[src/rtl/sc_phase_gen.sv]
// -----------------------------------------------------------------------------
// sc_phase_gen
//
// Two-phase non-overlapping clock generator. It drives the phi1/phi2 switch
// controls of the switched-capacitor filter stage. Each period runs
//   phi1 (Pe cycles) -> dead (De) -> phi2 (Pe) -> dead (De)
// where Pe = max(phase_len, 1) and De = max(dead_len, 1). The dead time is
// never zero, so the two phases can never overlap.
//
// Parameters
//   CNT_W       width of the phase and dead-time length fields
//   PCNT_W      width of the completed-period counter
//
// Ports
//   clk         system clock; all logic runs on the rising edge
//   rst         synchronous, active-high reset
//   en          run request; level-sensitive. Dropping it lets the current
//               period finish before the generator goes idle.
//   phase_len   width of each phase in clk cycles (0 is treated as 1)
//   dead_len    non-overlap gap after each phase (0 is treated as 1)
//   phi1        phase-1 switch control, registered
//   phi2        phase-2 switch control, registered
//   busy        high while the generator is not idle, registered
//   period_done one-cycle pulse on the final dead cycle of each period
//   period_cnt  number of completed periods; wraps
//
// All outputs are registered decodes of the current state, so they appear
// one cycle after the state itself. This keeps phi1/phi2 glitch-free.
// Because every output takes the same one-cycle delay, the waveforms keep
// their relative timing.
// -----------------------------------------------------------------------------
module sc_phase_gen #(
    parameter int CNT_W  = 8,
    parameter int PCNT_W = 16
) (
    input  logic              clk,
    input  logic              rst,
    input  logic              en,
    input  logic [CNT_W-1:0]  phase_len,
    input  logic [CNT_W-1:0]  dead_len,
    output logic              phi1,
    output logic              phi2,
    output logic              busy,
    output logic              period_done,
    output logic [PCNT_W-1:0] period_cnt
);

    typedef enum logic [2:0] {
        S_IDLE,
        S_PHI1,
        S_DEAD1,
        S_PHI2,
        S_DEAD2
    } state_t;

    state_t            state, state_nxt;
    logic [CNT_W-1:0]  cnt, cnt_nxt;
    logic [CNT_W-1:0]  phase_sh, phase_sh_nxt;   // effective Pe for this period
    logic [CNT_W-1:0]  dead_sh, dead_sh_nxt;     // effective De for this period
    logic              expiry;
    logic              period_end;

    // Converts a programmed length into the effective length. A zero length
    // becomes one cycle, which is what guarantees a non-zero dead time.
    function automatic logic [CNT_W-1:0] eff_len(input logic [CNT_W-1:0] len);
        return (len == '0) ? CNT_W'(1) : len;
    endfunction

    assign expiry     = (cnt == '0);
    assign period_end = (state == S_DEAD2) && expiry;

    // Next-state, counter reload and shadow capture.
    // The live length inputs are read only when a new period starts. That
    // point is reached from IDLE or from DEAD2. At all other times the
    // shadows are used, so a reprogram never stretches or shortens a phase
    // that has already begun.
    always_comb begin
        // NOTE: every signal this block assigns gets a default first, so
        // no path can leave a value unassigned and infer a latch.
        state_nxt    = state;
        cnt_nxt      = cnt;
        phase_sh_nxt = phase_sh;
        dead_sh_nxt  = dead_sh;

        unique case (state)
            S_IDLE: begin
                if (en) begin
                    state_nxt    = S_PHI1;
                    phase_sh_nxt = eff_len(phase_len);
                    dead_sh_nxt  = eff_len(dead_len);
                    cnt_nxt      = eff_len(phase_len) - CNT_W'(1);
                end
            end

            S_PHI1: begin
                if (expiry) begin
                    state_nxt = S_DEAD1;
                    cnt_nxt   = dead_sh - CNT_W'(1);
                end else begin
                    cnt_nxt = cnt - CNT_W'(1);
                end
            end

            S_DEAD1: begin
                if (expiry) begin
                    state_nxt = S_PHI2;
                    cnt_nxt   = phase_sh - CNT_W'(1);
                end else begin
                    cnt_nxt = cnt - CNT_W'(1);
                end
            end

            S_PHI2: begin
                if (expiry) begin
                    state_nxt = S_DEAD2;
                    cnt_nxt   = dead_sh - CNT_W'(1);
                end else begin
                    cnt_nxt = cnt - CNT_W'(1);
                end
            end

            S_DEAD2: begin
                if (expiry) begin
                    // The period is complete in either case. en only decides
                    // whether another period follows without a gap.
                    if (en) begin
                        state_nxt    = S_PHI1;
                        phase_sh_nxt = eff_len(phase_len);
                        dead_sh_nxt  = eff_len(dead_len);
                        cnt_nxt      = eff_len(phase_len) - CNT_W'(1);
                    end else begin
                        state_nxt = S_IDLE;
                        cnt_nxt   = '0;
                    end
                end else begin
                    cnt_nxt = cnt - CNT_W'(1);
                end
            end

            default: begin
                state_nxt = S_IDLE;
                cnt_nxt   = '0;
            end
        endcase
    end

    // State register and registered Moore outputs. phi1 and phi2 decode a
    // single state register, so they are never high in the same cycle.
    // Reset clears both together, which keeps that true across reset too.
    always_ff @(posedge clk) begin
        // NOTE: sequential state uses non-blocking assignments so that every
        // register samples the values from before this edge.
        if (rst) begin
            state       <= S_IDLE;
            cnt         <= '0;
            phase_sh    <= CNT_W'(1);
            dead_sh     <= CNT_W'(1);
            phi1        <= 1'b0;
            phi2        <= 1'b0;
            busy        <= 1'b0;
            period_done <= 1'b0;
            period_cnt  <= '0;
        end else begin
            state       <= state_nxt;
            cnt         <= cnt_nxt;
            phase_sh    <= phase_sh_nxt;
            dead_sh     <= dead_sh_nxt;
            phi1        <= (state == S_PHI1);
            phi2        <= (state == S_PHI2);
            busy        <= (state != S_IDLE);
            period_done <= period_end;
            if (period_end) begin
                period_cnt <= period_cnt + PCNT_W'(1);
            end
        end
    end

endmodule

[config.mk]
export PLATFORM = sky130hd
export DESIGN_NAME = sc_phase_gen
export DESIGN_NICKNAME = d
export VERILOG_FILES = /design/src/rtl/sc_phase_gen.sv
export SDC_FILE = /design/constraint.sdc
export NUM_CORES = 1
export LEC_CHECK = 0
export CAP_MARGIN = 20
export CORE_UTILIZATION = 49
export DETAILED_ROUTE_END_ITERATION = 16
export HOLD_SLACK_MARGIN = 0.12
export PLACE_DENSITY = 0.87
export SLEW_MARGIN = 20
export SYNTH_ARGS = -nofsm -noshare
export SYNTH_HDL_FRONTEND = slang
export SYNTH_SLANG_ARGS = --single-unit
[constraint.sdc]
create_clock -name clk -period 2.6 [get_ports clk]
set_clock_uncertainty 0.2 [all_clocks]
set_input_delay 0.39 -clock clk [delete_from_list [all_inputs] [get_ports clk]]
set_output_delay 0.39 -clock clk [all_outputs]
set_load 0.05 [all_outputs]
==> flow_metrics.tcl, run 1 <==
set metrics [dict create \
    outcome "completed" \
    wl_per_cell_um 15.1 \
    hold_ws_ns 0.317 \
    swShare 0.414 \
    die_w_um 75.7 \
    synth_top_area_share 0.353 \
    synth_ff_type "dfxtp_1" \
    grt-ovfl-total 0 \
    pwr-share-comb 0.503 \
    post-route-util 0.656 \
    grt_util_all_layers 0.265 \
    cts_root_buffer "clkbuf_8" \
    clock-sinks 47 \
    r2r_end "cnt[4]" \
    cts.clk_slew.worst_paths_ns 0.09 \
    vias 2608 \
    async_reset_ff_frac 0 \
    total_power_uw 2820 \
    crit_type "input port to flip-flop" \
    gp_congestion 0.974 \
    layout_commonest_cell "nor2_1" \
    nets 414 \
    dpl_cell_area_sq_um 3290 \
    hp-class "flip-flop to flip-flop" \
    maxCapViolations 0 \
    drive_gt1_frac 0.115 \
    antenna_found_initial 0 \
    die-area_sq_um 5740 \
    cts_tree "done" \
    grt_pass1_wl_um 11500 \
    clkLatencyLatePin_ns 0.30 \
    postSynthAreaPerCell_sq_um 8.12 \
    cp-endpoint "cnt[6]" \
    clockPowerShare 0.154 \
    ys_warn_count 0 \
    cp.required_ns 2.58 \
    final_cell_mix "nor2_1, dfxtp_1, clkdlybuf4s50_1, buf_4, nand2_1" \
    start_util 0.515 \
    final_hold_viol_count 0 \
    final_max_slew_viol_count 0 \
    place_hpwl_um 5130 \
    period_share 0.946 \
    p_leak_uw 0.00135 \
    io_pins 39 \
    synth_edf_count 0 \
    min_period_ns 2.46 \
    syn_nets 352 \
    max_freq_mhz 407 \
    yosys.area.top_type "dfxtp_1" \
    nFillCells 442 \
    cp-start-kind "input port" \
    endpoint_kind "flip-flop" \
    dp_cells 453 \
    stdcell_count 461 \
    p_seq_frac 0.342 \
    cp.arrival_ns 2.44 \
    ys_seq_area_frac 0.353 \
    cts_setup_buffers 0 \
    via_per_inst 5.66 \
    grt_max_degree 22 \
    rsz0062_at_grt "no" \
    wl_um 6960 \
    area_delta_synth_final_pct 27.3 \
    design_area_sq_um 3390 \
    ir_drop_uv 424 \
    core-area_sq_um 5170 \
    ant_nets 0 \
    synthCells 328 \
    cellPowerDensity_nw_per_um2 833 \
    numCtsBuffers 5 \
    antenna_cells 0 \
    yosysUniqueCellTypes 47 \
    drc 0 \
    reg2reg_setup_slack_ns 0.16 \
    switchingPower_uw 1170 \
    path_max_fanout 2 \
    rows 26 \
    relSlewSlack 0.589 \
    io_buffers 38 \
    h-tree-depth 2 \
    grt_pass1_vias 2468 \
    rr_worst_depth 9 \
    dr.pass1.iters 4 \
    rr_startpoint "cnt[0]" \
    synth.ff_latch_count 47 \
    drtIter0Drc 252 \
    syn_area_sq_um 2660 \
    internal_power_uw 1650 \
    setup_violations 0 \
    tightest_slew_ns 0.614 \
    clockBufferDepth 2 \
    crit_start "phase_len[4]" \
    die_h_um 75.7 \
    synth.area.top_cells "dfxtp_1, nor2_1, mux2i_1, xor2_1, xnor2_1" \
    holdBufCountCts 0 \
]
logic make-up (layout without fill, tap and decap cells):
logic type	count (synthesis)	in the layout	share of synthesized area
simple gates	141	141	0.268
buf+inv	26	89	0.0479
mux	16	16	0.0601
compound gates	62	62	0.146
xor+xnor	31	31	0.102
flops	47	47	0.353
fa+ha+maj	5	5	0.0235
Yosys cell counts (2+ instances only):
library cell and instances:
mux2i_1 16, nor4_1 6, nand3_2 2, nor3b_1 3, buf_6 2, xnor2_1 14, dfxtp_1 47, ha_1 5
and4_1 2, or4_1 4, inv_1 13, nand3_1 5, buf_2 3, o31ai_1 2, clkbuf_1 7, or3_1 6
and3_1 5, o21a_1 3, nand4_1 6, a31oi_1 4, a21oi_1 15, xor2_1 17, nor2_1 57, a311oi_1 2
o21ai_0 17, o22ai_1 5, o211ai_1 6, nor3_1 12, nand2_1 23, and2_1 2
state kept, by name, summed over array words and instances, names as in the netlist:
signal,flops
busy,1
cnt,8
dead_sh,8
period_cnt,16
period_done,1
phase_sh,8
phi1,1
phi2,1
state,3
worst min-delay path by stage:
| stage | from | to | slack [ns] | cells past startpoint |
|---|---|---|---|---|
| finish | period_cnt[15] | period_cnt[15] | 0.32 | 2 |
| global route | phase_sh[7] | phase_sh[7] | 0.36 | 2 |
| CTS | period_cnt[15] | period_cnt[15] | 0.32 | 2 |
| detailed placement | period_cnt[15] | period_cnt[15] | 0.30 | 2 |
| global placement | period_cnt[14] | period_cnt[14] | 0.28 | 2 |
| floorplan | dead_sh[7] | dead_sh[7] | 0.28 | 2 |
per-layer routing:
layer | wire length (um) | GRT usage | vias to the layer above | share of wire
li1 | - | - | 1286 | -
met1 | 2980 | 0.338 | 1205 | 0.43
met2 | 3220 | 0.435 | 103 | 0.46
met3 | 624 | 0.0661 | 14 | 0.090
met4 | 137 | 0.0926 | 0 | 0.020
met5 | 0 | 0 | - | 0
what timing repair did:
action	4_1_cts	5_1_grt
pin swaps	0	1
endpoints found under the setup margin	1	7
gates cloned	0	0
resized for setup	1	4
per-stage QoR:
step | setup TNS (ns) | setup slack (ns)
after global placement | -0.0815 | -0.0815
after detailed placement | -0.250 | -0.227
final | 0 | 0.141
after global routing | 0 | 0.0212
after floorplan | 0 | 0.124
after CTS | 0 | 0.0691
critical path, cell delays in order:
cell	delay (ns)
clkdlybuf4s50_1	0.43
nor3_1	0.20
buf_4	0.16
a31oi_2	0.09
ha_1	0.23
nor3b_2	0.17
nand2_1	0.09
xor2_1	0.21
o21ai_0	0.12
a311oi_1	0.22
o21ai_0	0.13
power by group through the flow:
stage,Clock [uW],Sequential [uW],Combinational (uW)
floorplan,0,985,963
global placement,0,974,1350
detailed placement,0,979,1380
CTS,445,963,1390
global route,479,984,1550
finish,436,967,1420
final cells by class:
class                           count  area, sq um  area share
Multi-Input combinational cell    255         1610       0.475
Timing Repair Buffer               68          618       0.182
Clock inverter                      2         12.5     0.00369
Sequential cell                    47          941       0.277
Inverter                           13         48.8      0.0144
Clock buffer                        6         72.6      0.0214
Tap cell                           70         87.6      0.0258
Power figures use the tool's default switching activity.
==> run 2: changes to the inputs <==
--- a/config.mk
+++ b/config.mk
@@ -6,10 +6,10 @@
 export NUM_CORES = 1
 export LEC_CHECK = 0
 export CAP_MARGIN = 20
-export CORE_UTILIZATION = 49
+export CORE_UTILIZATION = 54
 export DETAILED_ROUTE_END_ITERATION = 16
 export HOLD_SLACK_MARGIN = 0.12
-export PLACE_DENSITY = 0.87
+export PLACE_DENSITY = 0.9
 export SLEW_MARGIN = 20
 export SYNTH_ARGS = -nofsm -noshare
 export SYNTH_HDL_FRONTEND = slang
==> constraint.sdc (replaced) <==
create_clock -name clk -period 2.7 [get_ports clk]
set_clock_uncertainty 0.2 [all_clocks]
set_input_delay 0.405 -clock clk [delete_from_list [all_inputs] [get_ports clk]]
set_output_delay 0.405 -clock clk [all_outputs]
set_load 0.05 [all_outputs]
==> run 2 against run 1 <==
Sequential cell count is the same. Highest routed layer unchanged. Count of clock-buffer cells in the layout is the same. Power grew 0.83%. Largest power group unchanged.
==> flow_metrics.tcl, run 2 (synthesis gave the netlist of run 1 again) <==
set metrics [dict create \
    max_freq_mhz 387 \
    grt_max_degree 40 \
    rr_startpoint "cnt[0]" \
    holdBufCountCts 0 \
    outcome "completed" \
    p_leak_uw 0.00134 \
    io_pins 39 \
    largest-register "period_cnt" \
    wl_um 7140 \
    maxCapViolations 0 \
    min-delay-start "period_cnt[5]" \
    h-tree-depth 2 \
    clkLatencyLatePin_ns 0.30 \
    clockBufferDepth 2 \
    start_util 0.564 \
    nets 408 \
    cts_setup_buffers 0 \
    antenna_found_initial 0 \
    nFillCells 354 \
    drtIter0Drc 262 \
    final_max_slew_viol_count 0 \
    setup_violations 0 \
    dr.pass1.iters 5 \
    rsz0062_at_grt "no" \
    hp-class "flip-flop to flip-flop" \
    grt_util_all_layers 0.288 \
    crit_type "flip-flop to flip-flop" \
    grt_pass1_vias 2569 \
    wl_per_cell_um 15.8 \
    crit_start "cnt[0]" \
    min_period_ns 2.58 \
    period_share 0.957 \
    drc 0 \
    dpl_cell_area_sq_um 3230 \
    layout_commonest_cell "nor2_1" \
    ant_nets 0 \
    die_h_um 72.2 \
    rows 25 \
    crit_slowest_cell "or4b_4" \
    hold_ws_ns 0.353 \
    cp-start-kind "flip-flop" \
    io_buffers 38 \
    fin_ws_ns 0.117 \
    gp_congestion 0.949 \
    post-route-util 0.716 \
    cp.required_ns 2.68 \
    design_area_sq_um 3380 \
    relSlewSlack 0.643 \
    clock-sinks 47 \
    final_hold_viol_count 0 \
    preCtsSetupSlack_ns -0.133 \
    die_w_um 72.2 \
    grt-ovfl-total 0 \
    area_delta_synth_final_pct 27.0 \
    cts_root_buffer "clkbuf_8" \
    core-area_sq_um 4720 \
    cp.arrival_ns 2.56 \
    crit_path_max_incr_delay_ns 0.51 \
    numCtsBuffers 5 \
    cts_tree "done" \
    path_max_fanout 18 \
    drive_gt1_frac 0.112 \
    die-area_sq_um 5220 \
    vias 2705 \
    cellPowerDensity_nw_per_um2 842 \
    final_cell_mix "nor2_1, dfxtp_1, clkdlybuf4s50_1, nand2_1, buf_4" \
    grt_pass1_wl_um 11800 \
    endpoint_kind "flip-flop" \
    cp_cell_sequence "inv_1, ha_1, or4b_4, or2_1, nand2_8, nand3_2, buf_6, mux2i_1, nor2_1" \
    place_hpwl_um 5150 \
    final.setup.tns_ns 0 \
    tightest_slew_ns 0.532 \
    antenna_cells 0 \
    largest_register_ffs 16 \
    ir_drop_uv 465 \
    via_per_inst 5.98 \
    cts.clk_slew.worst_paths_ns 0.09 \
]
==> run 2: critical path, delay by kind of cell, from the launching register on <==
| kind | cells | cell delay (ns) |
|---|---|---|
| fa+ha+maj | 1 | 0.18 |
| simple gates | 5 | 1.15 |
| mux | 1 | 0.21 |
| buf+inv | 2 | 0.33 |
| flops | 1 | 0.39 |
==> run 2: metal layers <==
layer  track usage  wire, um  vias up
met4         0.109       197        0
met3        0.0583       609       26
met5             0         0        -
met1         0.367      3000     1249
li1              -         -     1275
met2         0.480      3330      155
==> run 2: through the flow <==
stage	power, uW	std cells
floorplan	1880	328
global placement	2190	444
detailed placement	2230	444
CTS	2770	452
global route	3020	452
finish	2850	452
==> run 2: path summary, 6_finish.rpt <==
kind / endpoint / slack, ns / depth (start not counted)
max reg2reg: phase_sh[2] / 0.12 / 9
max: phase_sh[2] / 0.12 / 9
min reg2reg: period_cnt[5] / 0.35 / 2
min: period_cnt[5] / 0.35 / 2
==> run 2: power by group <==
part | total [uW] | internal [uW] | switching, uW
logic | 1330 | 583 | 749
registers | 964 | 809 | 155
clock network | 550 | 305 | 245
total | 2850 | 1700 | 1150
==> run 2: cell type report <==
class	count	area [sq um]	area share
multi-input cells	255	1620	0.480
flip-flops and latches	47	941	0.278
repair buffers	62	564	0.167
well taps	67	83.8	0.0248
clock buffers	6	82.6	0.0244
inverters	13	48.8	0.0144
clock inverters	2	38.8	0.0115
==> run 2: timing repair <==
item / in CTS / in global routing
pin swaps: 0 / 1
endpoints found under the setup margin: 1 / 28
resized for setup: 2 / 7
